==> config.mk <==
export PLATFORM = sky130hd
export DESIGN_NAME = vga_pattern_gen
export DESIGN_NICKNAME = d
export VERILOG_FILES = /design/src/rtl/vga_pkg.sv /design/src/rtl/vga_timing.sv /design/src/rtl/vga_pattern_gen.sv
export SDC_FILE = /design/constraint.sdc
export NUM_CORES = 1
export LEC_CHECK = 0
export CORE_AREA = 2 2 116 118
export DETAILED_ROUTE_END_ITERATION = 10
export DIE_AREA = 0 0 118 120
export GPL_TIMING_DRIVEN = 0
export SLEW_MARGIN = 20
export SYNTH_ARGS = -nofsm -noshare
export SYNTH_HDL_FRONTEND = slang
export SYNTH_SLANG_ARGS = --single-unit
export TNS_END_PERCENT = 20
==> constraint.sdc <==
create_clock -name vga_clk -period 3 [get_ports vga_clk]
set_input_delay 0.6 -clock vga_clk [delete_from_list [all_inputs] [get_ports vga_clk]]
set_output_delay 0.6 -clock vga_clk [all_outputs]
set_load 0.02 [all_outputs]
==> src/rtl/vga_pkg.sv <==
// Shared constants for the VGA pattern source: mode codes, colour-bar table and
// frame-total helper.
package vga_pkg;

  localparam int CNT_W = 16;

  localparam logic [3:0] MODE_BLACK       = 4'd0;
  localparam logic [3:0] MODE_WHITE       = 4'd1;
  localparam logic [3:0] MODE_RED         = 4'd2;
  localparam logic [3:0] MODE_GREEN       = 4'd3;
  localparam logic [3:0] MODE_BLUE        = 4'd4;
  localparam logic [3:0] MODE_GRID_FINE   = 4'd5;
  localparam logic [3:0] MODE_GRID_COARSE = 4'd6;
  localparam logic [3:0] MODE_XRAMP       = 4'd7;
  localparam logic [3:0] MODE_YRAMP       = 4'd8;
  localparam logic [3:0] MODE_RRAMP       = 4'd9;
  localparam logic [3:0] MODE_GRAMP       = 4'd10;
  localparam logic [3:0] MODE_BRAMP       = 4'd11;
  localparam logic [3:0] MODE_BARS        = 4'd12;
  localparam logic [3:0] MODE_WRAP        = 4'd13;

  function automatic int tot4(input int a, input int b, input int c, input int d);
    return a + b + c + d;
  endfunction

  function automatic logic [15:0] bar_rgb565(input logic [2:0] idx);
    case (idx)
      3'd0:    return 16'hF800;
      3'd1:    return 16'h07E0;
      3'd2:    return 16'h001F;
      3'd3:    return 16'hF81F;
      3'd4:    return 16'hFFE0;
      3'd5:    return 16'h07FF;
      3'd6:    return 16'hFFFF;
      default: return 16'hFC00;
    endcase
  endfunction

endpackage

==> src/rtl/vga_timing.sv <==
// Raster counters and combinational decode of sync, active region, active-area
// offsets and the frame-start condition; the caller registers everything.
module vga_timing
  import vga_pkg::*;
#(
  parameter int H_SYNC   = 136,
  parameter int H_BACK   = 160,
  parameter int H_ACTIVE = 1024,
  parameter int H_FRONT  = 24,
  parameter int V_SYNC   = 6,
  parameter int V_BACK   = 29,
  parameter int V_ACTIVE = 768,
  parameter int V_FRONT  = 3
) (
  input  logic             i_clk,
  input  logic             i_rst,
  output logic             o_hs_act,
  output logic             o_vs_act,
  output logic             o_de,
  output logic             o_frame_start,
  output logic [CNT_W-1:0] o_x_act,
  output logic [CNT_W-1:0] o_y_act
);

  localparam logic [CNT_W-1:0] H_LAST = CNT_W'(tot4(H_SYNC, H_BACK, H_ACTIVE, H_FRONT) - 1);
  localparam logic [CNT_W-1:0] V_LAST = CNT_W'(tot4(V_SYNC, V_BACK, V_ACTIVE, V_FRONT) - 1);
  localparam logic [CNT_W-1:0] H_SY   = CNT_W'(H_SYNC);
  localparam logic [CNT_W-1:0] V_SY   = CNT_W'(V_SYNC);
  localparam logic [CNT_W-1:0] H_AS   = CNT_W'(H_SYNC + H_BACK);
  localparam logic [CNT_W-1:0] V_AS   = CNT_W'(V_SYNC + V_BACK);
  localparam logic [CNT_W-1:0] H_AE   = CNT_W'(H_SYNC + H_BACK + H_ACTIVE);
  localparam logic [CNT_W-1:0] V_AE   = CNT_W'(V_SYNC + V_BACK + V_ACTIVE);

  logic [CNT_W-1:0] r_h;
  logic [CNT_W-1:0] r_v;

  always_ff @(posedge i_clk or posedge i_rst) begin
    if (i_rst) begin
      r_h <= '0;
      r_v <= '0;
    end else if (r_h == H_LAST) begin
      r_h <= '0;
      r_v <= (r_v == V_LAST) ? '0 : r_v + CNT_W'(1);
    end else begin
      r_h <= r_h + CNT_W'(1);
    end
  end

  assign o_hs_act      = (r_h < H_SY);
  assign o_vs_act      = (r_v < V_SY);
  assign o_de          = (r_h >= H_AS) && (r_h < H_AE) && (r_v >= V_AS) && (r_v < V_AE);
  assign o_frame_start = (r_h == '0) && (r_v == '0);
  assign o_x_act       = r_h - H_AS;
  assign o_y_act       = r_v - V_AS;

endmodule

==> src/rtl/vga_pattern_gen.sv <==
// VGA test-pattern source: key debounce, frame-aligned mode switching, pattern
// mux and output register stage. Define VGA_BORDER_EN to force a white outline.
module vga_pattern_gen
  import vga_pkg::*;
#(
  parameter int H_SYNC       = 136,
  parameter int H_BACK       = 160,
  parameter int H_ACTIVE     = 1024,
  parameter int H_FRONT      = 24,
  parameter int V_SYNC       = 6,
  parameter int V_BACK       = 29,
  parameter int V_ACTIVE     = 768,
  parameter int V_FRONT      = 3,
  parameter int HS_POL       = 0,
  parameter int VS_POL       = 0,
  parameter int R_W          = 5,
  parameter int G_W          = 6,
  parameter int B_W          = 5,
  parameter int DEBOUNCE_CYC = 50000,
  parameter int GRID_FINE    = 4,
  parameter int GRID_COARSE  = 6,
  parameter int GRAD_SHIFT   = 1
) (
  input  logic           vga_clk,
  input  logic           rst,
  input  logic           key,
  input  logic           mode_ld,
  input  logic [3:0]     mode_in,
  output logic [3:0]     mode_q,
  output logic           frame_start,
  output logic           vga_hs,
  output logic           vga_vs,
  output logic           vga_de,
  output logic [R_W-1:0] vga_r,
  output logic [G_W-1:0] vga_g,
  output logic [B_W-1:0] vga_b
);

  localparam logic HS_ON  = (HS_POL != 0);
  localparam logic HS_OFF = (HS_POL == 0);
  localparam logic VS_ON  = (VS_POL != 0);
  localparam logic VS_OFF = (VS_POL == 0);
  localparam int   DB_W   = $clog2(DEBOUNCE_CYC + 1);
  localparam logic [DB_W-1:0]  DB_FIRE = DB_W'(DEBOUNCE_CYC - 1);
  localparam logic [DB_W-1:0]  DB_SAT  = DB_W'(DEBOUNCE_CYC);
  localparam int               BAR_W   = (H_ACTIVE >= 8) ? H_ACTIVE / 8 : 1;
`ifdef VGA_BORDER_EN
  localparam logic [CNT_W-1:0] X_LAST  = CNT_W'(H_ACTIVE - 1);
  localparam logic [CNT_W-1:0] Y_LAST  = CNT_W'(V_ACTIVE - 1);
`endif

  // Expand a 5/6-bit table channel to the configured width by bit replication.
  function automatic logic [R_W-1:0] scale_r(input logic [4:0] v);
    logic [19:0] rep;
    rep = {4{v}};
    return R_W'(rep >> (20 - R_W));
  endfunction

  function automatic logic [G_W-1:0] scale_g(input logic [5:0] v);
    logic [17:0] rep;
    rep = {3{v}};
    return G_W'(rep >> (18 - G_W));
  endfunction

  function automatic logic [B_W-1:0] scale_b(input logic [4:0] v);
    logic [19:0] rep;
    rep = {4{v}};
    return B_W'(rep >> (20 - B_W));
  endfunction

  logic             w_hs_act;
  logic             w_vs_act;
  logic             w_de;
  logic             w_fs;
  logic [CNT_W-1:0] w_x_act;
  logic [CNT_W-1:0] w_y_act;

  vga_timing #(
    .H_SYNC  (H_SYNC),
    .H_BACK  (H_BACK),
    .H_ACTIVE(H_ACTIVE),
    .H_FRONT (H_FRONT),
    .V_SYNC  (V_SYNC),
    .V_BACK  (V_BACK),
    .V_ACTIVE(V_ACTIVE),
    .V_FRONT (V_FRONT)
  ) u_timing (
    .i_clk        (vga_clk),
    .i_rst        (rst),
    .o_hs_act     (w_hs_act),
    .o_vs_act     (w_vs_act),
    .o_de         (w_de),
    .o_frame_start(w_fs),
    .o_x_act      (w_x_act),
    .o_y_act      (w_y_act)
  );

  // Key synchroniser and debounce: one step per press, re-armed on release.
  logic            r_key_s1;
  logic            r_key_s2;
  logic [DB_W-1:0] r_db_cnt;
  logic            w_step;

  always_ff @(posedge vga_clk or posedge rst) begin
    if (rst) begin
      r_key_s1 <= 1'b0;
      r_key_s2 <= 1'b0;
      r_db_cnt <= '0;
    end else begin
      r_key_s1 <= key;
      r_key_s2 <= r_key_s1;
      if (!r_key_s2)
        r_db_cnt <= '0;
      else if (r_db_cnt != DB_SAT)
        r_db_cnt <= r_db_cnt + DB_W'(1);
    end
  end

  assign w_step = r_key_s2 && (r_db_cnt == DB_FIRE);

  logic       r_pend;
  logic [3:0] r_pend_mode;
  logic [3:0] r_mode;
  logic [3:0] w_base;
  logic [3:0] w_step_mode;
  logic       w_req;
  logic [3:0] w_req_mode;

  assign w_base      = r_pend ? r_pend_mode : r_mode;
  assign w_step_mode = (w_base >= MODE_WRAP) ? 4'd0 : w_base + 4'd1;
  assign w_req       = mode_ld | w_step;
  assign w_req_mode  = mode_ld ? mode_in : w_step_mode;

  // A request landing on the boundary cycle takes effect at that same boundary.
  always_ff @(posedge vga_clk or posedge rst) begin
    if (rst) begin
      r_mode      <= MODE_BLACK;
      r_pend      <= 1'b0;
      r_pend_mode <= MODE_BLACK;
    end else if (w_fs) begin
      if (w_req)
        r_mode <= w_req_mode;
      else if (r_pend)
        r_mode <= r_pend_mode;
      r_pend <= 1'b0;
    end else if (w_req) begin
      r_pend      <= 1'b1;
      r_pend_mode <= w_req_mode;
    end
  end

  assign mode_q = r_mode;

  logic [R_W-1:0]   w_r;
  logic [G_W-1:0]   w_g;
  logic [B_W-1:0]   w_b;
  logic [CNT_W-1:0] w_bar_q;
  logic [2:0]       w_bar;
  logic [15:0]      w_bar_c;

  always_comb begin
    w_r     = '0;
    w_g     = '0;
    w_b     = '0;
    w_bar_q = w_x_act / CNT_W'(BAR_W);
    w_bar   = (w_bar_q > CNT_W'(7)) ? 3'd7 : w_bar_q[2:0];
    w_bar_c = bar_rgb565(w_bar);
    case (r_mode)
      MODE_BLACK: begin end
      MODE_RED:   w_r = '1;
      MODE_GREEN: w_g = '1;
      MODE_BLUE:  w_b = '1;
      MODE_GRID_FINE: begin
        if (!(w_x_act[GRID_FINE] ^ w_y_act[GRID_FINE])) begin
          w_r = '1;
          w_g = '1;
          w_b = '1;
        end
      end
      MODE_GRID_COARSE: begin
        if (!(w_x_act[GRID_COARSE] ^ w_y_act[GRID_COARSE])) begin
          w_r = '1;
          w_g = '1;
          w_b = '1;
        end
      end
      MODE_XRAMP: begin
        w_r = R_W'(w_x_act >> GRAD_SHIFT);
        w_g = G_W'(w_x_act >> GRAD_SHIFT);
        w_b = B_W'(w_x_act >> GRAD_SHIFT);
      end
      MODE_YRAMP: begin
        w_r = R_W'(w_y_act >> GRAD_SHIFT);
        w_g = G_W'(w_y_act >> GRAD_SHIFT);
        w_b = B_W'(w_y_act >> GRAD_SHIFT);
      end
      MODE_RRAMP: w_r = R_W'(w_x_act >> GRAD_SHIFT);
      MODE_GRAMP: w_g = G_W'(w_x_act >> GRAD_SHIFT);
      MODE_BRAMP: w_b = B_W'(w_x_act >> GRAD_SHIFT);
      MODE_BARS: begin
        w_r = scale_r(w_bar_c[15:11]);
        w_g = scale_g(w_bar_c[10:5]);
        w_b = scale_b(w_bar_c[4:0]);
      end
      default: begin
        w_r = '1;
        w_g = '1;
        w_b = '1;
      end
    endcase
`ifdef VGA_BORDER_EN
    if ((w_x_act == '0) || (w_x_act == X_LAST) || (w_y_act == '0) || (w_y_act == Y_LAST)) begin
      w_r = '1;
      w_g = '1;
      w_b = '1;
    end
`endif
  end

  // Output stage: every video output lags the counters by exactly one clock.
  logic           r_hs_p1;
  logic           r_vs_p1;
  logic           r_de_p1;
  logic           r_fs_p1;
  logic [R_W-1:0] r_red_p1;
  logic [G_W-1:0] r_grn_p1;
  logic [B_W-1:0] r_blu_p1;

  always_ff @(posedge vga_clk or posedge rst) begin
    if (rst) begin
      r_hs_p1  <= HS_OFF;
      r_vs_p1  <= VS_OFF;
      r_de_p1  <= 1'b0;
      r_fs_p1  <= 1'b0;
      r_red_p1 <= '0;
      r_grn_p1 <= '0;
      r_blu_p1 <= '0;
    end else begin
      r_hs_p1  <= w_hs_act ? HS_ON : HS_OFF;
      r_vs_p1  <= w_vs_act ? VS_ON : VS_OFF;
      r_de_p1  <= w_de;
      r_fs_p1  <= w_fs;
      r_red_p1 <= w_de ? w_r : '0;
      r_grn_p1 <= w_de ? w_g : '0;
      r_blu_p1 <= w_de ? w_b : '0;
    end
  end

  assign vga_hs      = r_hs_p1;
  assign vga_vs      = r_vs_p1;
  assign vga_de      = r_de_p1;
  assign frame_start = r_fs_p1;
  assign vga_r       = r_red_p1;
  assign vga_g       = r_grn_p1;
  assign vga_b       = r_blu_p1;

endmodule
==> summary.md <==
| Metric | Value |
|---|---|
| Site row count | `42` |
| Minimum clock period | `2862 ps` |
| VDD IR max | `0.2412 mV` |
| DIE AREA | `14160 µm²` |
| Worst Tran Pin Value | `695.8 ps` |
| Gp weighted congestion | `0.8322` |
| CP Data Required Time | `3250 ps` |
| CTS tree | `built` |
| Clk network pwr share | `0.464` |
| Post-layout net count | `545` |
| Cell Chain, Critical Path | `or4_1 -> or4b_4 -> or4_4 -> nor4_4 -> buf_6 -> mux2i_1` |
| Crit path capture type | `flip-flop` |
| Status | `finished, final reports clean` |
| Slowest stage delay, CP | `560 ps` |
| Grt met1 use | `0.1963` |
| Int Pwr | `1843 µW` |
| Seq/Total Area, Yosys | `0.4375` |
| CP delay by family, top | `simple AND/OR/NAND/NOR gates` |
| Clock Skew | `7.801 ps` |
| DRC Markers | `0` |
| Cts bufs inserted | `9` |
| Initial Util | `0.3486` |
| Dpl hpwl | `7434 µm` |
| Port Buffers | `31` |
| Syn avg cell area | `9.406 µm²` |
| Critical-path top delay cell | `or4_1` |
| Share of layout cells above drive strength 1 | `0.07372` |
| Fillers | `1241` |
| Register share of total power | `0.459` |
| Drt wl/cell | `14.31 µm` |
| Slew Limit Fails | `0` |
| Ys async rst share | `1.000` |
| Top-area cell type share of the netlist area | `0.4259` |
| Critical path class | `flip-flop to flip-flop` |
| Worst slack after detailed placement | `1.144 ps` |
| Leakage power | `0.002259 µW` |
| Initial antenna violation count | `0` |
| Largest net degree at the start of global routing | `43` |
| P_sw | `549.0 µW` |
| Yosys cell types | `61` |
| Core Box Area | `12980 µm²` |
| Skew-Pair Late Insertion Delay | `340 ps` |
| Area leader, netlist | `dfrtp_1` |
| CTS clk-pin slew, worst paths | `60 ps` |
| Final worst path period share | `0.9541` |
| Vias/cell | `5.157` |
| Smallest hold slack | `364.4 ps` |
| Synth Flop Type | `dfrtp_1` |
| Relative slew slack | `0.5301` |
| Root Driver | `clkbuf_16` |
| Fmax | `349.4 MHz` |
| Max-capacitance violation count | `0` |
| Post-synth EDFFs | `0` |
| Worst path arrival time | `3110 ps` |
| Synthesis-stage register bit count | `79` |
| Post-DRT Antenna Nets | `0` |
| # H-tree levels | `3` |
| Comb pwr share | `0.077` |
| Drt initial violations | `270` |
| Vias in the first global route | `3518` |
| Crit start category | `flip-flop` |
| GRT met2 Usage | `0.2416` |
| Area growth, synth to finish | `19.69%` |
| Post-CTS setup repair buffer count | `0` |
| Synthesized cell area | `4524 µm²` |
| Vias | `3636` |
| Gr busiest metal | `met2` |
| Drt total wl | `10090 µm` |
| Final worst slack | `137.6 ps` |
| Global routing met3 resource utilization | `0.03422` |
| First-pass GRT wire length | `17020 µm` |
| Final Hold Viols | `0` |
| RSZ-0062 raised after global routing | `yes` |
| Width of the die | `118 µm` |
| Number of diodes | `0` |
| Net Sw Frac | `0.2295` |
| Tot Pwr | `2392 µW` |
| Hold crit path type | `flip-flop to flip-flop` |
| Setup violations, final | `0` |
| Num ports | `32` |
| DR pass1 iterations | `4` |
| Die Ht | `120 µm` |
| Bufs and invs on worst path | `1` |
| Largest fanout on the critical path | `10` |
| Global Route Usage Sum | `0.1493` |
| Clk sinks | `79` |
| Syn nets | `502` |
| Synth Instances | `481` |
| Worst-case clock buffer depth | `2` |
| Grt total ovfl | `0` |
| Top area cells in the synthesized netlist | `dfrtp_1 43%, xnor2_1 6.2%, ha_1 3.6%, nand2_1 3.2%, xor2_1 2.9%` |
| Synthesis Warnings | `0` |
| Pwr dens | `441.6 nW/µm²` |
-- registers in the layout (all words and copies together), names as in the netlist --
signal,count
r_pend,1
r_key_s2,1
frame_start,1
vga_g,6
u_timing.r_v,16
vga_b,5
vga_de,1
mode_q,4
r_key_s1,1
vga_hs,1
vga_vs,1
vga_r,5
r_pend_mode,4
r_db_cnt,16
u_timing.r_h,16
-- stage by stage --
step | std cells | util | setup TNS (ps) | area (µm²)
3_3_place_gp | 688 | 0.3894 | -66960 | 5055
3_5_place_dp | 689 | 0.3912 | 0 | 5077
6_report | 705 | 0.4172 | 0 | 5415
2_1_floorplan | 481 | - | 0 | 4524
5_1_grt | 705 | 0.4172 | -0.8649 | 5415
4_1_cts | 705 | 0.4150 | 0 | 5386
-- cells in the final DEF (no fill, tap or decap), types with 3 or more instances in the layout --
cell,instances
a21boi_0,7
a21oi_1,21
a22oi_1,8
a31oi_1,11
and2_1,15
and3_1,6
clkbuf_1,20
clkbuf_16,9
clkdlybuf4s50_1,31
dfrtp_1,76
ha_1,13
inv_1,20
mux2_2,4
mux2i_1,10
nand2_1,38
nand2b_1,6
nand3_1,20
nand4_1,12
nor2_1,30
nor2b_1,7
nor3_1,14
nor4_1,3
o21ai_0,20
o21ai_1,3
o31ai_1,6
or3_1,11
or4_1,4
xnor2_1,32
xor2_1,15
-- area by class of cell --
| class | count | area [µm²] | area share |
|---|---|---|---|
| multi-input cells | 356 | 2390 | 0.4413 |
| flip-flops and latches | 79 | 1981 | 0.3658 |
| repair buffers | 32 | 330.3 | 0.06100 |
| clock buffers | 11 | 252.7 | 0.04667 |
| well taps | 176 | 220.2 | 0.04067 |
| plain buffers | 25 | 103.9 | 0.01918 |
| inverters | 21 | 81.33 | 0.01502 |
| clock inverters | 5 | 56.30 | 0.01040 |
-- synth_stat cells, drive strengths merged, types with 2 or more instances --
cell / n
or2: 2
a31oi: 12
nor3: 15
o31ai: 6
and2: 15
nor4: 4
o21a: 2
xor2: 15
or4: 5
nor2: 30
and3: 6
nand2b: 6
a41oi: 2
o21ai: 23
nor3b: 2
nand4: 12
a21boi: 7
mux2: 4
inv: 21
nor2b: 7
clkbuf: 20
o41ai: 2
o2bb2ai: 2
o211ai: 2
nand3: 20
xnor2: 32
ha: 13
nand2: 38
a22oi: 8
mux2i: 10
or3: 11
dfstp: 2
nand3b: 2
buf: 5
a21oi: 21
dfrtp: 77
-- final timing paths --
check	slack [ps]	start	to	depth (start not counted)
max reg2reg	140	u_timing.r_v[13]	mode_q[1]	6
min reg2reg	360	r_key_s1	r_key_s2	0
min	360	r_key_s1	r_key_s2	0
max	140	u_timing.r_v[13]	mode_q[1]	6
min in group asynchronous	640	rst	vga_g[4]	2
max in group asynchronous	1770	rst	r_pend_mode[1]	3
-- worst register-to-register path, cell delays in order (launching register included) --
cell,delay [ps]
dfrtp_1,410
or4_1,560
or4b_4,510
or4_4,520
nor4_4,350
buf_6,210
mux2i_1,220
-- power groups by stage --
| stage | logic [µW] | registers [µW] | clock network [µW] |
|---|---|---|---|
| floorplan | 122 | 1120 | 0 |
| global placement | 174 | 1120 | 0 |
| detailed placement | 184 | 1120 | 0 |
| CTS | 184 | 1100 | 1150 |
| global route | 208 | 1100 | 1190 |
| finish | 184 | 1100 | 1110 |
-- kinds of logic (layout without fill, tap and decap cells) --
group | after synthesis | count (layout) | share of synthesized area
AND/OR/NAND/NOR | 182 | 182 | 0.2157
AO/OA/AOI/OAI | 99 | 99 | 0.1424
flip-flops | 79 | 79 | 0.4375
XOR/XNOR | 48 | 48 | 0.09596
buffers and inverters | 46 | 94 | 0.04038
multiplexers | 14 | 14 | 0.03208
adder cells (fa/ha/maj) | 13 | 13 | 0.03595
-- routing by layer --
layer | part of all wire | wire (µm)
met2 | 0.48 | 4808
met3 | 0.035 | 349
met5 | 0 | 0
met1 | 0.48 | 4796
met4 | 0.013 | 136
-- repair_timing --
action                                  4_1_cts  5_1_grt
pin swaps                                     1        0
gates resized for setup                       0        6
endpoints found under the setup margin        1       17
hold buffers                                  0        0
(Power assumes the default switching activity.)
